[config.mk]
export PLATFORM = sky130hd
export DESIGN_NAME = vcore_ppln_exe_wb_rsp_flat
export DESIGN_NICKNAME = d
export VERILOG_FILES = /design/src/rtl/vcore_pkg.sv /design/src/rtl/vcore_ppln_exe_wb_rsp_if.sv /design/src/rtl/vcore_exe_wb_fifo.sv /design/src/rtl/vcore_ppln_exe_wb_rsp.sv /design/src/flat_wrapper.sv
export SDC_FILE = /design/constraint.sdc
export NUM_CORES = 1
export LEC_CHECK = 0
export BUFFER_PORTS_ARGS = -buffer_cell sky130_fd_sc_hd__buf_2
export CORE_AREA = 2 2 91 159
export DETAILED_ROUTE_END_ITERATION = 8
export DIE_AREA = 0 0 93 161
export GPL_TIMING_DRIVEN = 0
export PLACE_DENSITY = 0.73
export SYNTH_ARGS = -nofsm -noshare
export SYNTH_HDL_FRONTEND = slang
export SYNTH_SLANG_ARGS = --single-unit
[constraint.sdc]
create_clock -name clk -period 2.6 [get_ports clk]
set_input_delay 0 -clock clk [delete_from_list [all_inputs] [get_ports clk]]
set_output_delay 0 -clock clk [all_outputs]
set_load 0.005 [all_outputs]
[src/rtl/vcore_pkg.sv]
// Shared types and widths for the exe -> writeback response path.
package vcore_pkg;

    localparam int VCORE_OPCODE_W = 6;
    localparam int VCORE_VRF_ID_W = 2;
    localparam int VCORE_VDP_W    = 32;

    // One completed vector operation on its way to VRF writeback.
    typedef struct packed {
        logic [VCORE_OPCODE_W-1:0] opcode;
        logic [4:0]                vdst0_addr;
        logic [VCORE_VRF_ID_W-1:0] vdst1_id;
        logic                      wr_en;
        logic [VCORE_VDP_W-1:0]    wdata;
    } vcore_exe_wb_rsp_t;

endpackage

[src/rtl/vcore_ppln_exe_wb_rsp_if.sv]
// Completion (exe -> block) and response (block -> writeback) handshakes.
interface vcore_ppln_exe_wb_rsp_if;
    import vcore_pkg::*;

    logic              cpl_valid;
    logic              cpl_ready;
    vcore_exe_wb_rsp_t cpl_data;
    logic              rsp_valid;
    logic              rsp_ready;
    vcore_exe_wb_rsp_t rsp_data;

    // Environment side: drives completions, consumes responses.
    modport master (
        output cpl_valid, cpl_data, rsp_ready,
        input  cpl_ready, rsp_valid, rsp_data
    );

    // Response block side.
    modport slave (
        input  cpl_valid, cpl_data, rsp_ready,
        output cpl_ready, rsp_valid, rsp_data
    );
endinterface

[src/rtl/vcore_exe_wb_fifo.sv]
// In-order completion buffer: storage array, wrapping pointers, occupancy.
module vcore_exe_wb_fifo
    import vcore_pkg::*;
#(
    parameter int DEPTH = 4
) (
    input  logic              clk,
    input  logic              rst,
    input  logic              push,
    input  logic              pop,
    input  vcore_exe_wb_rsp_t wr_data,
    output vcore_exe_wb_rsp_t rd_data,
    output logic              full,
    output logic              empty
);
    localparam int PTR_W = $clog2(DEPTH);
    localparam int CNT_W = $clog2(DEPTH + 1);

    logic [PTR_W-1:0]  wr_ptr;
    logic [PTR_W-1:0]  rd_ptr;
    logic [CNT_W-1:0]  count;
    vcore_exe_wb_rsp_t mem [DEPTH];

    // Explicit wrap so non-power-of-two depths stay in range.
    function automatic logic [PTR_W-1:0] next_ptr(input logic [PTR_W-1:0] ptr);
        return (ptr == PTR_W'(DEPTH - 1)) ? '0 : ptr + 1'b1;
    endfunction

    // Pointer and occupancy bookkeeping.
    always_ff @(posedge clk) begin
        // NOTE: non-blocking assignments let every register see pre-edge values.
        if (rst) begin
            wr_ptr <= '0;
            rd_ptr <= '0;
            count  <= '0;
        end else begin
            if (push) wr_ptr <= next_ptr(wr_ptr);
            if (pop)  rd_ptr <= next_ptr(rd_ptr);
            case ({push, pop})
                2'b10:   count <= count + 1'b1;
                2'b01:   count <= count - 1'b1;
                default: count <= count;
            endcase
        end
    end

    // Payload write; at full with a simultaneous pop the slot being read is
    // overwritten only at the edge, after the head has been consumed.
    always_ff @(posedge clk) begin
        // NOTE: payload RAM is deliberately unreset; valid is tracked by count.
        if (push) mem[wr_ptr] <= wr_data;
    end

    assign rd_data = mem[rd_ptr];
    assign full    = (count == CNT_W'(DEPTH));
    assign empty   = (count == '0);

endmodule

[src/rtl/vcore_ppln_exe_wb_rsp.sv]
// Exe -> writeback response buffer with issue-credit return to dispatch.
module vcore_ppln_exe_wb_rsp
    import vcore_pkg::*;
#(
    parameter int DEPTH = 4
) (
    input  logic                         clk,
    input  logic                         rst,
    input  logic                         issue_fire,
    output logic                         credit_avail,
    output logic [$clog2(DEPTH+1)-1:0]   credit_cnt,
    output logic                         err_credit,
    vcore_ppln_exe_wb_rsp_if.slave       wb
);
    localparam int CNT_W = $clog2(DEPTH + 1);

    logic full;
    logic empty;
    logic push;
    logic pop;

    // No bypass: a fresh completion only becomes visible once stored.
    assign wb.cpl_ready = ~full | wb.rsp_ready;
    assign wb.rsp_valid = ~empty;
    assign push         = wb.cpl_valid & wb.cpl_ready;
    assign pop          = wb.rsp_valid & wb.rsp_ready;

    vcore_exe_wb_fifo #(
        .DEPTH (DEPTH)
    ) u_fifo (
        .clk     (clk),
        .rst     (rst),
        .push    (push),
        .pop     (pop),
        .wr_data (wb.cpl_data),
        .rd_data (wb.rsp_data),
        .full    (full),
        .empty   (empty)
    );

    // Credit counter: issue spends, pop returns; out-of-range moves saturate and flag.
    always_ff @(posedge clk) begin
        if (rst) begin
            credit_cnt <= CNT_W'(DEPTH);
            err_credit <= 1'b0;
        end else begin
            case ({issue_fire, pop})
                2'b10: begin
                    if (credit_cnt == '0) err_credit <= 1'b1;
                    else                  credit_cnt <= credit_cnt - 1'b1;
                end
                2'b01: begin
                    if (credit_cnt == CNT_W'(DEPTH)) err_credit <= 1'b1;
                    else                             credit_cnt <= credit_cnt + 1'b1;
                end
                default: credit_cnt <= credit_cnt;
            endcase
        end
    end

    assign credit_avail = (credit_cnt != '0);

endmodule
[src/flat_wrapper.sv]
// flat-port wrapper written by rule: the top's interface ports become plain ports
module vcore_ppln_exe_wb_rsp_flat import vcore_pkg::*;
#(
    parameter int DEPTH = 4
)
  (clk, rst, issue_fire, credit_avail, credit_cnt, err_credit, wb_cpl_valid, wb_cpl_data, wb_rsp_ready, wb_cpl_ready, wb_rsp_valid, wb_rsp_data);
  vcore_ppln_exe_wb_rsp_if wb_i ();
  input  logic clk;
  input  logic rst;
  input  logic issue_fire;
  output logic credit_avail;
  output logic [$clog2(DEPTH+1)-1:0] credit_cnt;
  output logic err_credit;
  input wire logic [$bits(wb_i.cpl_valid)-1:0] wb_cpl_valid;
  input wire logic [$bits(wb_i.cpl_data)-1:0] wb_cpl_data;
  input wire logic [$bits(wb_i.rsp_ready)-1:0] wb_rsp_ready;
  output wire logic [$bits(wb_i.cpl_ready)-1:0] wb_cpl_ready;
  output wire logic [$bits(wb_i.rsp_valid)-1:0] wb_rsp_valid;
  output wire logic [$bits(wb_i.rsp_data)-1:0] wb_rsp_data;
  assign wb_i.cpl_valid = wb_cpl_valid;
  assign wb_i.cpl_data = wb_cpl_data;
  assign wb_i.rsp_ready = wb_rsp_ready;
  assign wb_cpl_ready = wb_i.cpl_ready;
  assign wb_rsp_valid = wb_i.rsp_valid;
  assign wb_rsp_data = wb_i.rsp_data;
  vcore_ppln_exe_wb_rsp #(.DEPTH(DEPTH)) u_core (.clk(clk), .rst(rst), .issue_fire(issue_fire), .credit_avail(credit_avail), .credit_cnt(credit_cnt), .err_credit(err_credit), .wb(wb_i));
endmodule
# Yosys cells after proc, flatten, opt, wreduce, memory -nomap -nowiden

Memories as Yosys holds them, arrays and structs flattened. A register that Yosys moved wholly into a read port is not among the register bits.
Index checks and enable logic that the tools add are counted.

Register bits after elaboration: 11
Bits in latches: 0
Memory bits (writable): 184
ROM bits: 0
Bits of input ports: 51
Output and inout port bits: 53
Logic and storage cells: 49
Memories kept: 1

Memories:

| memory            | depth | bits a word | rd ports | clocked after Yosys merged registers in | wr ports | RTL line                | text |
|---|---|---|---|---|---|---|---|
| u_core.u_fifo.mem | 4     | 46          | 1        | 1                                       | 1        | vcore_exe_wb_fifo.sv:22 | `vcore_exe_wb_rsp_t mem [DEPTH];` |

Add/sub/neg operators: 6
Multipliers: 0
Divide/modulo/power cells: 0
$lt $le $gt $ge: 0
Eq/ne operators: 12
Shifts and indexed selects: 0
Muxes and demuxes: 13
Bitwise logic cells: 5
Reduce and logical (&&, ||, !) cells: 7

Operators by type and width:

| cell                | number |
|---|---|
| $pmux 3 s2          | 2 |
| $eq 2x2->1 const B  | 4 |
| $mux 2              | 4 |
| $add 3x1->3 const B | 2 |
| $eq 3x3->1 const B  | 2 |
| $logic_not 3->1     | 2 |
| $mux 3              | 2 |
| $reduce_and 3->1    | 2 |
| $sub 3x1->3 const B | 2 |
| $add 2x1->2 const B | 2 |
| $eq 2x1->1 const B  | 2 |
| $mux 1              | 4 |
| $ne 2x1->1 const B  | 2 |
| $ne 2x2->1 const B  | 2 |
| $reduce_bool 2->1   | 2 |
| $reduce_bool 3->1   | 1 |
| $and 1x1->1         | 2 |
| $not 1->1           | 2 |
| $pmux 1 s2          | 1 |
| $or 1x1->1          | 1 |

# Depth between registers and ports, before layout

Word-level depth: 6
Gate-level depth with buffers: 9
Depth with buffers taken out: 9

# Hierarchy

From an unflattened synthesis, not the netlist that was laid out.

Cells, all modules: 328
Area, all modules: 7479.7 sq um

By module, submodules not included:

| module                | instances | cells each | area an instance (sq um) | sequential area each (sq um) |
|---|---|---|---|---|
| vcore_exe_wb_fifo     | 1         | 288        | 7148.1                   | 5705.5 |
| vcore_ppln_exe_wb_rsp | 1         | 40         | 331.6                    | 80.1 |

# Worst setup path after synthesis

Ideal clock, no wire load.

Kind: register to register
Start point: register u_core.u_fifo.count[2]
End point: memory u_core.u_fifo.mem[0][0] (netlist bit) (enable)
Library setup time: 408 ps
Arrival: 1749 ps
Data required time: 2192 ps
Path slack: 443 ps
Cell stages (with the launch flop): 4
Path buffers: 0
Clock period less this slack: 2157 ps
Cells stage by stage: dfxtp_1 > nor4b_2 > inv_2 > and3_1

Word-level cells in the longest chain between the ends: 6

Ends and longest elaborated chain:

| item                         | RTL line                    | text |
|---|---|---|
| start: declaration           | vcore_exe_wb_fifo.sv:21     | `logic [CNT_W-1:0] count;` |
| start signal: assignment     | vcore_exe_wb_fifo.sv:40     | `2'b10: count <= count + 1'b1;` |
| start signal: assignment     | vcore_exe_wb_fifo.sv:41     | `2'b01: count <= count - 1'b1;` |
| start signal: assignment     | vcore_exe_wb_fifo.sv:42     | `default: count <= count;` |
| $eq 3x3->1                   | vcore_exe_wb_fifo.sv:55     | `assign full = (count == CNT_W'(DEPTH));` |
| $not 1->1                    | vcore_ppln_exe_wb_rsp.sv:23 | `assign wb.cpl_ready = ~full \| wb.rsp_ready;` |
| $or 1x1->1                   | vcore_ppln_exe_wb_rsp.sv:23 |  |
| via wb_cpl_ready             | flat_wrapper.sv:17          | `output wire logic [$bits(wb_i.cpl_ready)-1:0] wb_cpl_ready;` |
| $and 1x1->1                  | vcore_ppln_exe_wb_rsp.sv:25 | `assign push = wb.cpl_valid & wb.cpl_ready;` |
| $mux 1                       | vcore_exe_wb_fifo.sv:51     | `if (push) mem[wr_ptr] <= wr_data;` |
| $mux 1 (implied by the code) | vcore_exe_wb_fifo.sv:51     |  |
| end: declaration             | vcore_exe_wb_fifo.sv:22     |  |

The timed path passes the listed nets, and every way through them passes these cells.

# Worst setup path after layout

Start point: register u_core.u_fifo.count[0]
End point: register u_core.u_fifo.count[2]

Word-level cells in the longest chain between the ends: 6
Elaborated cells on any way between the ends: 13

Ends and longest elaborated chain:

| item                                            | RTL line                    | text |
|---|---|---|
| $eq 3x3->1                                      | vcore_exe_wb_fifo.sv:55     |  |
| $not 1->1                                       | vcore_ppln_exe_wb_rsp.sv:23 |  |
| $or 1x1->1                                      | vcore_ppln_exe_wb_rsp.sv:23 |  |
| $and 1x1->1                                     | vcore_ppln_exe_wb_rsp.sv:25 |  |
| $eq 2x1->1 or $eq 2x2->1 (tied branches)        | vcore_exe_wb_fifo.sv:39     | `case ({push, pop})` |
| $pmux 3 s2 or $reduce_bool 2->1 (tied branches) | --                          |  |

Parallel ways exist; a longest one is shown, timed or not.
A chain may end at the register's enable or synchronous reset.

==> qor.txt <==
Clk slew on worst S/H paths: 0.07 ns
Kind of critical path: reg2reg
Die ar.: 0.0150 sq mm
Critical Path RT: 2.95 ns
Max clock buf depth: 2
Synth-to-layout area growth: 25.2%
Io pins: 104
Vias per inst: 5.33
Setup crit end kind: flip-flop
Slew Limit Headroom: 0.662
Max Clk Rate: 416 MHz
Initial DRC count: 190
Vias in the first global route: 4,063
CTS root buffer: clkbuf_16
Total power: 7.95 mW
Mapped Area: 0.00739 sq mm
CTS tree: built
TritonCTS Buffers: 17
Fraction of registers with async set or reset after synthesis: 0
Max incr delay on CP: 0.50 ns
Yosys warns: 0
Worst path top cell family by delay: simple AND/OR/NAND/NOR gates
Setup violations, final: 0
Antenna Violating Nets Remaining: 0
Initial antenna violation count: 0
Clock Latency Late Sink: 0.42 ns
Setup TNS: 0 ns
Largest net degree at the start of global routing: 33
Diode count: 0
I/O Buffers: 103
Via count: 3,652
Final hold viol count: 0
Synth Flop Type: edfxtp_1
Worst path slowest cell: nor4b_2
Nets: 556
GRT overflow: 0
Outcome: completed
Total Routed Length: 13,500 microns
First-pass GRT wire length: 21,200 microns
Share of layout cells above drive strength 1: 0.396
Clock sink total: 197
Peak VDD IR: 798 uV
FILL cells: 923
Leakage: 3.22 nW
Placed cells: 605
Commonest cells after routing, fill and taps aside: edfxtp_1, buf_2, dlygate4sd3_1, mux4_2, clkbuf_16
Drt pass-1 iters: 4
Fin crit period: 2.40 ns
Worst Tran Pin Value: 0.506 ns
Syn Inst Count: 321
Initial core utilization: 0.540
Reg2reg setup slack: 0.20 ns
Max-slew violations: 0
Setup Skew: 0.0192 ns
Min-delay worst type: in2reg
Critical-path cell list: nor4b_2, inv_2, nand2_1, ha_1, inv_1, fa_1, xor2_1, or3_1, a21oi_1
WP buf/inv: 2
DIE HEIGHT: 161 microns
WL/cell: 19.6 microns
Power per cell area: 859 mW/mm^2
Number of enable flip-flop cells after synthesis: 184
Die width: 93 microns
Post-CTS Resized: 0
Layout Cells excl Fill: 685
Residual DRC: 0
Startpoint types: flip-flop
Htree depth: 4
GRT Overall Usage: 0.191
Crit Path Max Fanout: 7
Max-cap viol count: 0
CP Data Arrival Time: 2.75 ns
Post-synth cell types: 31
Fin crit share: 0.925
FF+latch count, synth: 197
FP Rows: 57
GPL Wtd Cong: 0.702
Pre-CTS WS: 0.182 ns
Final WS setup: 0.196 ns
Syn_nets: 382
Share of the yosys chip area belonging to registers: 0.783
Post-DP HPWL: 8280 microns
Commonest non-fill, non-tap cell in the layout: edfxtp_1
Avg Inst Size Synth: 23.0 sq um
Core area: 0.0137 sq mm
RSZ-0062 raised after global routing: false
cells by family (layout without fill, tap and decap cells):
logic type	after synthesis	count (layout)	share of synthesized area
DFF	197	197	0.783
muxes	50	50	0.146
buffers and inverters	23	210	0.0176
and+or+nand+nor	22	22	0.0168
AOI/OAI and AO/OA	16	16	0.0149
adders and majority gates	10	10	0.0190
xor gates and xnor gates	3	3	0.00355
layout make-up:
cell class | instances | area (sq um) | share of cell area
repair buffers | 155 | 1080 | 0.116
clock buffers | 19 | 433 | 0.0468
flip-flops and latches | 197 | 5790 | 0.625
well taps | 177 | 221 | 0.0239
multi-input cells | 101 | 1480 | 0.160
clock inverters | 13 | 128 | 0.0138
inverters | 12 | 45.0 | 0.00487
plain buffers | 11 | 85.1 | 0.00919
tightest hold or removal path: stages:
cell and delay [ns]:
buf_2 0.11, o31ai_2 0.12, nand2_1 0.10, a21oi_1 0.07
metrics by stage:
step,util,instance area [sq um],hold slack (ns)
detailed placement,0.600,8220,0.217
global route,0.676,9260,0.0760
global placement,0.594,8130,0.210
finish,0.676,9260,0.0393
floorplan,-,7390,0.0989
CTS,0.676,9260,0.00993
worst paths after layout:
check                         startpoint                      to  depth (start not counted)
hold / removal              wb_rsp_ready               flip-flop                          4
setup / recovery  u_core.u_fifo.count[0]  u_core.u_fifo.count[2]                          9
setup reg to reg  u_core.u_fifo.count[0]  u_core.u_fifo.count[2]                          9
hold reg to reg        u_core.err_credit       u_core.err_credit                          2
power breakdown:
group | internal (mW) | total [mW] | switching (mW)
registers | 3.72 | 3.83 | 0.116
clock network | 1.34 | 2.47 | 1.13
logic | 0.885 | 1.65 | 0.764
total | 5.94 | 7.95 | 2.01
cell usage after synthesis, types with 2 or more instances:
cell type | n | area share
a21oi_1 | 7 | 0.0047
and3_1 | 4 | 0.0034
buf_2 | 4 | 0.0027
buf_6 | 5 | 0.0076
dfxtp_1 | 13 | 0.035
edfxtp_1 | 184 | 0.75
fa_1 | 2 | 0.0054
ha_1 | 8 | 0.014
inv_1 | 11 | 0.0056
mux2i_1 | 3 | 0.0041
mux4_2 | 46 | 0.14
nand2_1 | 4 | 0.0020
nor2_1 | 5 | 0.0025
o21ai_0 | 3 | 0.0020
o31ai_2 | 2 | 0.0034
or3_1 | 4 | 0.0034
xor2_1 | 2 | 0.0024
flip-flops by register name, indices dropped and copies added (netlist names), named ones only:
name and count:
u_core.u_fifo.count 3, u_core.u_fifo.rd_ptr 2, u_core.u_fifo.wr_ptr 2, u_core.err_credit 1, u_core.credit_cnt 3, u_core.u_fifo.mem 184
routing by layer:
layer,vias to the layer above,GRT usage,part of all wire
met5,-,0,0
met3,10,0.0392,0.032
met4,0,0.0655,0.011
li1,1682,-,-
met2,88,0.350,0.57
met1,1872,0.221,0.38
repair_timing:
item	in CTS	in global routing
buffers inserted	0	0
endpoints found under the hold margin	188	0
hold buffers	48	0
Power figures use the tool's default switching activity.
